==> src/rtl/fetch_unit.sv <==
// ---------------------------------------------------------------------------
// fetch_unit
//   Instruction-fetch front end: registered fetch PC, single-outstanding
//   request/acknowledge memory handshake, DEPTH-entry circular prefetch queue
//   and branch/jump redirect with discard of an in-flight fetch.
//
// Ports
//   clk, rst               clock (rising edge), async active-high reset
//   mem_req, mem_addr      fetch request and its address (held until ack)
//   mem_ack, mem_rdata     memory response strobe and instruction word
//   instr_valid, instr,    queue head: valid flag, instruction and its PC
//   instr_pc
//   instr_ready            consumer accepts the head this cycle
//   redirect, redirect_pc  flush the queue and restart fetch at redirect_pc
//   count                  current queue occupancy (0..DEPTH)
// ---------------------------------------------------------------------------
module fetch_unit #(
   parameter int                DATA_W   = 16,
   parameter int                ADDR_W   = 16,
   parameter int                DEPTH    = 4,
   parameter logic [ADDR_W-1:0] RESET_PC = '0,
   parameter int                PC_STEP  = 1
) (
   input  logic                     clk,
   input  logic                     rst,
   output logic                     mem_req,
   output logic [ADDR_W-1:0]        mem_addr,
   input  logic                     mem_ack,
   input  logic [DATA_W-1:0]        mem_rdata,
   output logic                     instr_valid,
   output logic [DATA_W-1:0]        instr,
   output logic [ADDR_W-1:0]        instr_pc,
   input  logic                     instr_ready,
   input  logic                     redirect,
   input  logic [ADDR_W-1:0]        redirect_pc,
   output logic [$clog2(DEPTH):0]   count
);

   localparam int                PTR_W = $clog2(DEPTH);
   localparam int                CNT_W = PTR_W + 1;
   localparam logic [ADDR_W-1:0] STEP  = ADDR_W'(PC_STEP);
   localparam logic [CNT_W-1:0]  FULL  = CNT_W'(DEPTH);

   typedef enum logic [1:0] {
      S_IDLE,  // no request outstanding
      S_REQ,   // request for fetch_pc outstanding
      S_DROP   // outstanding request belongs to a flushed stream
   } state_t;

   state_t              state, state_next;
   logic [ADDR_W-1:0]   fetch_pc, fetch_pc_next;
   logic [ADDR_W-1:0]   req_addr, req_addr_next;
   logic [PTR_W-1:0]    rd_ptr, wr_ptr;
   logic [CNT_W-1:0]    occ;
   logic [DATA_W-1:0]   q_data [DEPTH];
   logic [ADDR_W-1:0]   q_pc   [DEPTH];

   logic                pop, push;
   logic [CNT_W-1:0]    occ_after_pop;
   logic                space_now, space_after_push;

   assign pop  = instr_valid & instr_ready & ~redirect;
   assign push = (state == S_REQ) & mem_ack & ~redirect;

   // Occupancy seen by the issue logic already accounts for this cycle's pop,
   // so a full queue that is being drained can issue without a bubble.
   assign occ_after_pop    = occ - CNT_W'(pop);
   assign space_now        = occ_after_pop < FULL;
   assign space_after_push = (occ_after_pop + CNT_W'(1)) < FULL;

   // Next-state / next-address logic.
   always_comb begin
      // NOTE: every variable gets a default before any branch, so no path
      // leaves it unassigned and no latch is inferred.
      state_next    = state;
      fetch_pc_next = fetch_pc;
      req_addr_next = req_addr;
      if (redirect) begin
         fetch_pc_next = redirect_pc;
         unique case (state)
            S_IDLE: begin
               state_next    = S_REQ;
               req_addr_next = redirect_pc;
            end
            S_REQ: begin
               if (mem_ack) begin
                  // Response arrives with the redirect: drop it, reissue.
                  state_next    = S_REQ;
                  req_addr_next = redirect_pc;
               end else begin
                  // Handshake cannot be withdrawn; keep the old address.
                  state_next = S_DROP;
               end
            end
            default: state_next = S_DROP;
         endcase
      end else begin
         unique case (state)
            S_IDLE: begin
               if (space_now) begin
                  state_next    = S_REQ;
                  req_addr_next = fetch_pc;
               end
            end
            S_REQ: begin
               if (mem_ack) begin
                  fetch_pc_next = fetch_pc + STEP;
                  if (space_after_push) begin
                     req_addr_next = fetch_pc + STEP;
                  end else begin
                     state_next = S_IDLE;
                  end
               end
            end
            default: begin
               if (mem_ack) begin
                  state_next    = S_REQ;
                  req_addr_next = fetch_pc;
               end
            end
         endcase
      end
   end

   // Control state, PCs, queue pointers and occupancy.
   always_ff @(posedge clk or posedge rst) begin
      if (rst) begin
         state    <= S_IDLE;
         fetch_pc <= RESET_PC;
         req_addr <= RESET_PC;
         rd_ptr   <= '0;
         wr_ptr   <= '0;
         occ      <= '0;
      end else begin
         // NOTE: non-blocking assignments here so every register samples the
         // pre-edge values, independent of statement order.
         state    <= state_next;
         fetch_pc <= fetch_pc_next;
         req_addr <= req_addr_next;
         if (redirect) begin
            rd_ptr <= '0;
            wr_ptr <= '0;
            occ    <= '0;
         end else begin
            if (push) wr_ptr <= wr_ptr + PTR_W'(1);
            if (pop)  rd_ptr <= rd_ptr + PTR_W'(1);
            occ <= occ + CNT_W'(push) - CNT_W'(pop);
         end
      end
   end

   // NOTE: queue storage has no reset; entries are only read while occupied,
   // and the outputs are masked to zero when the queue is empty.
   always_ff @(posedge clk) begin
      if (push) begin
         q_data[wr_ptr] <= mem_rdata;
         q_pc[wr_ptr]   <= fetch_pc;
      end
   end

   assign mem_req     = (state != S_IDLE);
   assign mem_addr    = req_addr;
   assign count       = occ;
   assign instr_valid = (occ != '0);
   assign instr       = instr_valid ? q_data[rd_ptr] : '0;
   assign instr_pc    = instr_valid ? q_pc[rd_ptr]   : '0;

endmodule

==> config.mk <==
export PLATFORM = sky130hd
export DESIGN_NAME = fetch_unit
export DESIGN_NICKNAME = d
export VERILOG_FILES = /design/src/rtl/fetch_unit.sv
export SDC_FILE = /design/constraint.sdc
export NUM_CORES = 1
export LEC_CHECK = 0
export CAP_MARGIN = 0
export CORE_ASPECT_RATIO = 1.2
export CORE_MARGIN = 2
export CORE_UTILIZATION = 50
export DETAILED_ROUTE_END_ITERATION = 16
export PLACE_DENSITY = 0.82
export SETUP_SLACK_MARGIN = 0.02
export SLEW_MARGIN = 15
export SYNTH_ARGS = -nofsm -noshare
export SYNTH_HDL_FRONTEND = slang
export SYNTH_SLANG_ARGS = --single-unit
export TNS_END_PERCENT = 30
==> constraint.sdc <==
create_clock -name clk -period 6.55 [get_ports clk]
set_input_delay 1.965 -clock clk [delete_from_list [all_inputs] [get_ports clk]]
set_output_delay 1.965 -clock clk [all_outputs]
set_load 0.005 [all_outputs]
==> summary.txt <==
Timing
  • Fmax: 209 MHz
  • Post-route worst setup slack: 1.77 ns
  • Layout Skew: 0.00729 ns
  • Minimum clock period: 4.78 ns
  • Setup-failing EPs final: 0
  • Period utilisation layout: 0.730
  • Worst slew pin tran: 1.06 ns
  • RSZ-0062 raised after global routing: false
  • Fin. Hold Viols: 0
  • Final Max Tran Viols: 0
  • TNS Setup: 0 ns
  • Slew headroom: 0.293

Logic synthesis
  • Mapped Cells: 466
  • Async set or reset register ratio after synthesis: 0.243
  • Ys Warns: 0
  • Sequential share of the synthesized area: 0.654
  • #FFs+latches synth: 169
  • EDFF count, synth: 128
  • Cell taking the most area after synthesis: edfxtp_1
  • Post-synth top area share: 0.516
  • Cell area after synthesis: 7450 sq um
  • Ys flop type: edfxtp_1
  • Syn_area_per_cell: 16.0 sq um
  • Dominant cells by area after synthesis: edfxtp_1 52%, dfrtp_1 14%, mux4_2 9.7%, mux2_2 3.2%, and2_1 2.9%
  • Distinct cells, synth: 49
  • Syn nets: 511

Placed design
  • Detailed-placement wirelength estimate: 9020 um
  • Final Wtd Congestion: 0.842
  • Pre-CTS WS: 1.66 ns
  • Port bufs: 89

Die
  • IO Pins: 90
  • Number of placement rows: 48
  • CORE AREA: 14500 sq um
  • Die Height: 138 um
  • Die Span X: 115 um
  • Starting density of the core: 0.515
  • DIE AREA: 15900 sq um

Run status
  • Outcome: finished, final reports clean

Drt
  • Total Wirelength: 14400 um
  • WL per Instance: 18.7 um
  • Final ANT Viol Nets: 0
  • DR vias: 4238
  • DR pass1 iterations: 4
  • Vias per cell: 5.52
  • Remaining DRCs: 0
  • Drt first-iter violations: 203

Clocking
  • Post-CTS setup buffers: 0
  • CTS-repair resized insts: 0
  • Clock Latency Late Sink: 0.42 ns
  • CTS tree: yes
  • Clock sink count: 169
  • Hold-fix buffers, CTS: 0
  • Clk root buf: clkbuf_16
  • Worst-case clock buffer depth: 2
  • CTS buffer count: 17
  • Reg clk slew, reported paths: 0.06 ns
  • H-Tree Depth: 4

Power
  • Peak VDD IR: 0.000184 V
  • PD cells: 366 nW/um^2
  • Static Leak: 3.17 nW

Setup path
  • Worst EP required: 4.59 ns
  • Critical path type: reg -> out
  • CP startpoint kind: register
  • Critical Path End Type: output port
  • Worst EP arrival: 2.82 ns
  • Critical Path Fanout Max: 18

Hold path
  • Hold/Removal Path Class: reg -> reg

GRT
  • GRT Overall Usage: 0.197
  • Initial antenna violation count: 0
  • Grt total ovfl: 0
  • Global-route wire length before repair: 23600 um
  • Vias in the first global route: 4554
  • Maximum number of pins on one net before global-route repair: 43

Flow run
  • Max cap viols: 0

Layout
  • Nets: 600
  • Fill count: 1038
  • Area grow syn2layout: 22.3%
  • Ant diodes: 0
  • Final core occ: 0.629
  • Fraction of layout cells with a size suffix above 1: 0.188
==> registers in the layout (all words and copies together), names as in the netlist <==
name	flops
q_data	64
q_pc	64
fetch_pc	16
mem_addr	16
count	3
rd_ptr	2
state	2
wr_ptr	2
==> synthesized netlist by cell type, types with 8 or more instances <==
cell type	count
mux4_2	32
and3_1	9
clkbuf_1	16
a21oi_1	9
edfxtp_1	128
xnor2_1	15
inv_1	12
mux2_2	21
mux2_4	8
xor2_1	14
buf_2	9
and2_1	34
dfrtp_1	41
nand2_1	18
nor2_1	18
==> stage by stage <==
| step | hold WS (ns) | std cells | cell area, sq um | power [W] |
|---|---|---|---|---|
| 2_1_floorplan | 0.471 | 466 | 7450 | 0.00192 |
| 3_3_place_gp | 0.494 | 736 | 8530 | 0.00237 |
| 3_5_place_dp | 0.496 | 736 | 8530 | 0.00239 |
| 4_1_cts | 0.514 | 768 | 9110 | 0.00337 |
| 5_1_grt | 0.536 | 768 | 9110 | 0.00350 |
| 6_report | 0.512 | 768 | 9110 | 0.00333 |
==> cells in the final DEF, fill, tap and decap left out, types with 8 or more instances in the layout <==
cell type and instances:
xnor2_1 15, buf_4 9, nand2_1 18, dfrtp_1 40
mux4_2 32, clkdlybuf4s50_1 89, nor2_1 18, and3_1 9
mux2_4 8, edfxtp_1 128, a21oi_1 9, mux2_2 21
xor2_1 14, clkbuf_16 17, inv_1 12, and2_1 34
==> final timing paths <==
path / from / to / slack [ns] / cells after the start
worst max-delay path: rd_ptr[0] / instr_pc[6] / 1.77 / 4
worst min-delay path: mem_addr[12] / mem_addr[12] / 0.51 / 1
worst max register to register: state[0] / q_pc[2][8] / 3.48 / 4
worst min register to register: mem_addr[12] / mem_addr[12] / 0.51 / 1
max in group asynchronous: rst / rd_ptr[0] / 4.18 / 3
min in group asynchronous: rst / mem_addr[1] / 1.98 / 3
==> kinds of logic (layout without fill, tap and decap cells) <==
group                    Yosys count  in the layout  synth area share
AND/OR/NAND/NOR                  122            122            0.0920
multiplexers                      65             65             0.150
XOR/XNOR                          29             29            0.0341
AO/OA/AOI/OAI                     33             33            0.0326
adder cells (fa/ha/maj)            8              8            0.0144
flip-flops                       169            169             0.654
buffers and inverters             40            142            0.0232
==> per-layer routing <==
layer / vias up / global-route usage / routed length, um
met1: 2130 / 0.252 / 6120
met4: 0 / 0.0683 / 288
li1: 1948 / - / -
met2: 135 / 0.333 / 7260
met5: - / 0 / 0
met3: 25 / 0.0427 / 706
==> final cells by class <==
type	instances	area, sq um	share of cell area
clock buffer	24	482	0.0529
clock inverter	8	95.1	0.0104
inverter	12	45.0	0.00495
multi-input combinational	257	2410	0.264
sequential	169	4870	0.535
tap	200	250	0.0275
timing repair buffer	98	958	0.105
==> where the power goes <==
part           internal, W  switching [W]  total [W]
clock network     0.000589       0.000380   0.000969
registers          0.00127       0.000114    0.00138
logic             0.000605       0.000379   0.000984
total              0.00246       0.000873    0.00333
==> worst max-delay path: stages, from the launching register on <==
cell and delay, ns:
dfrtp_2 0.72, buf_4 0.45, mux4_2 0.59, and2_1 0.18, clkdlybuf4s50_1 0.44
Note: power is estimated with default switching activity, not from simulation.
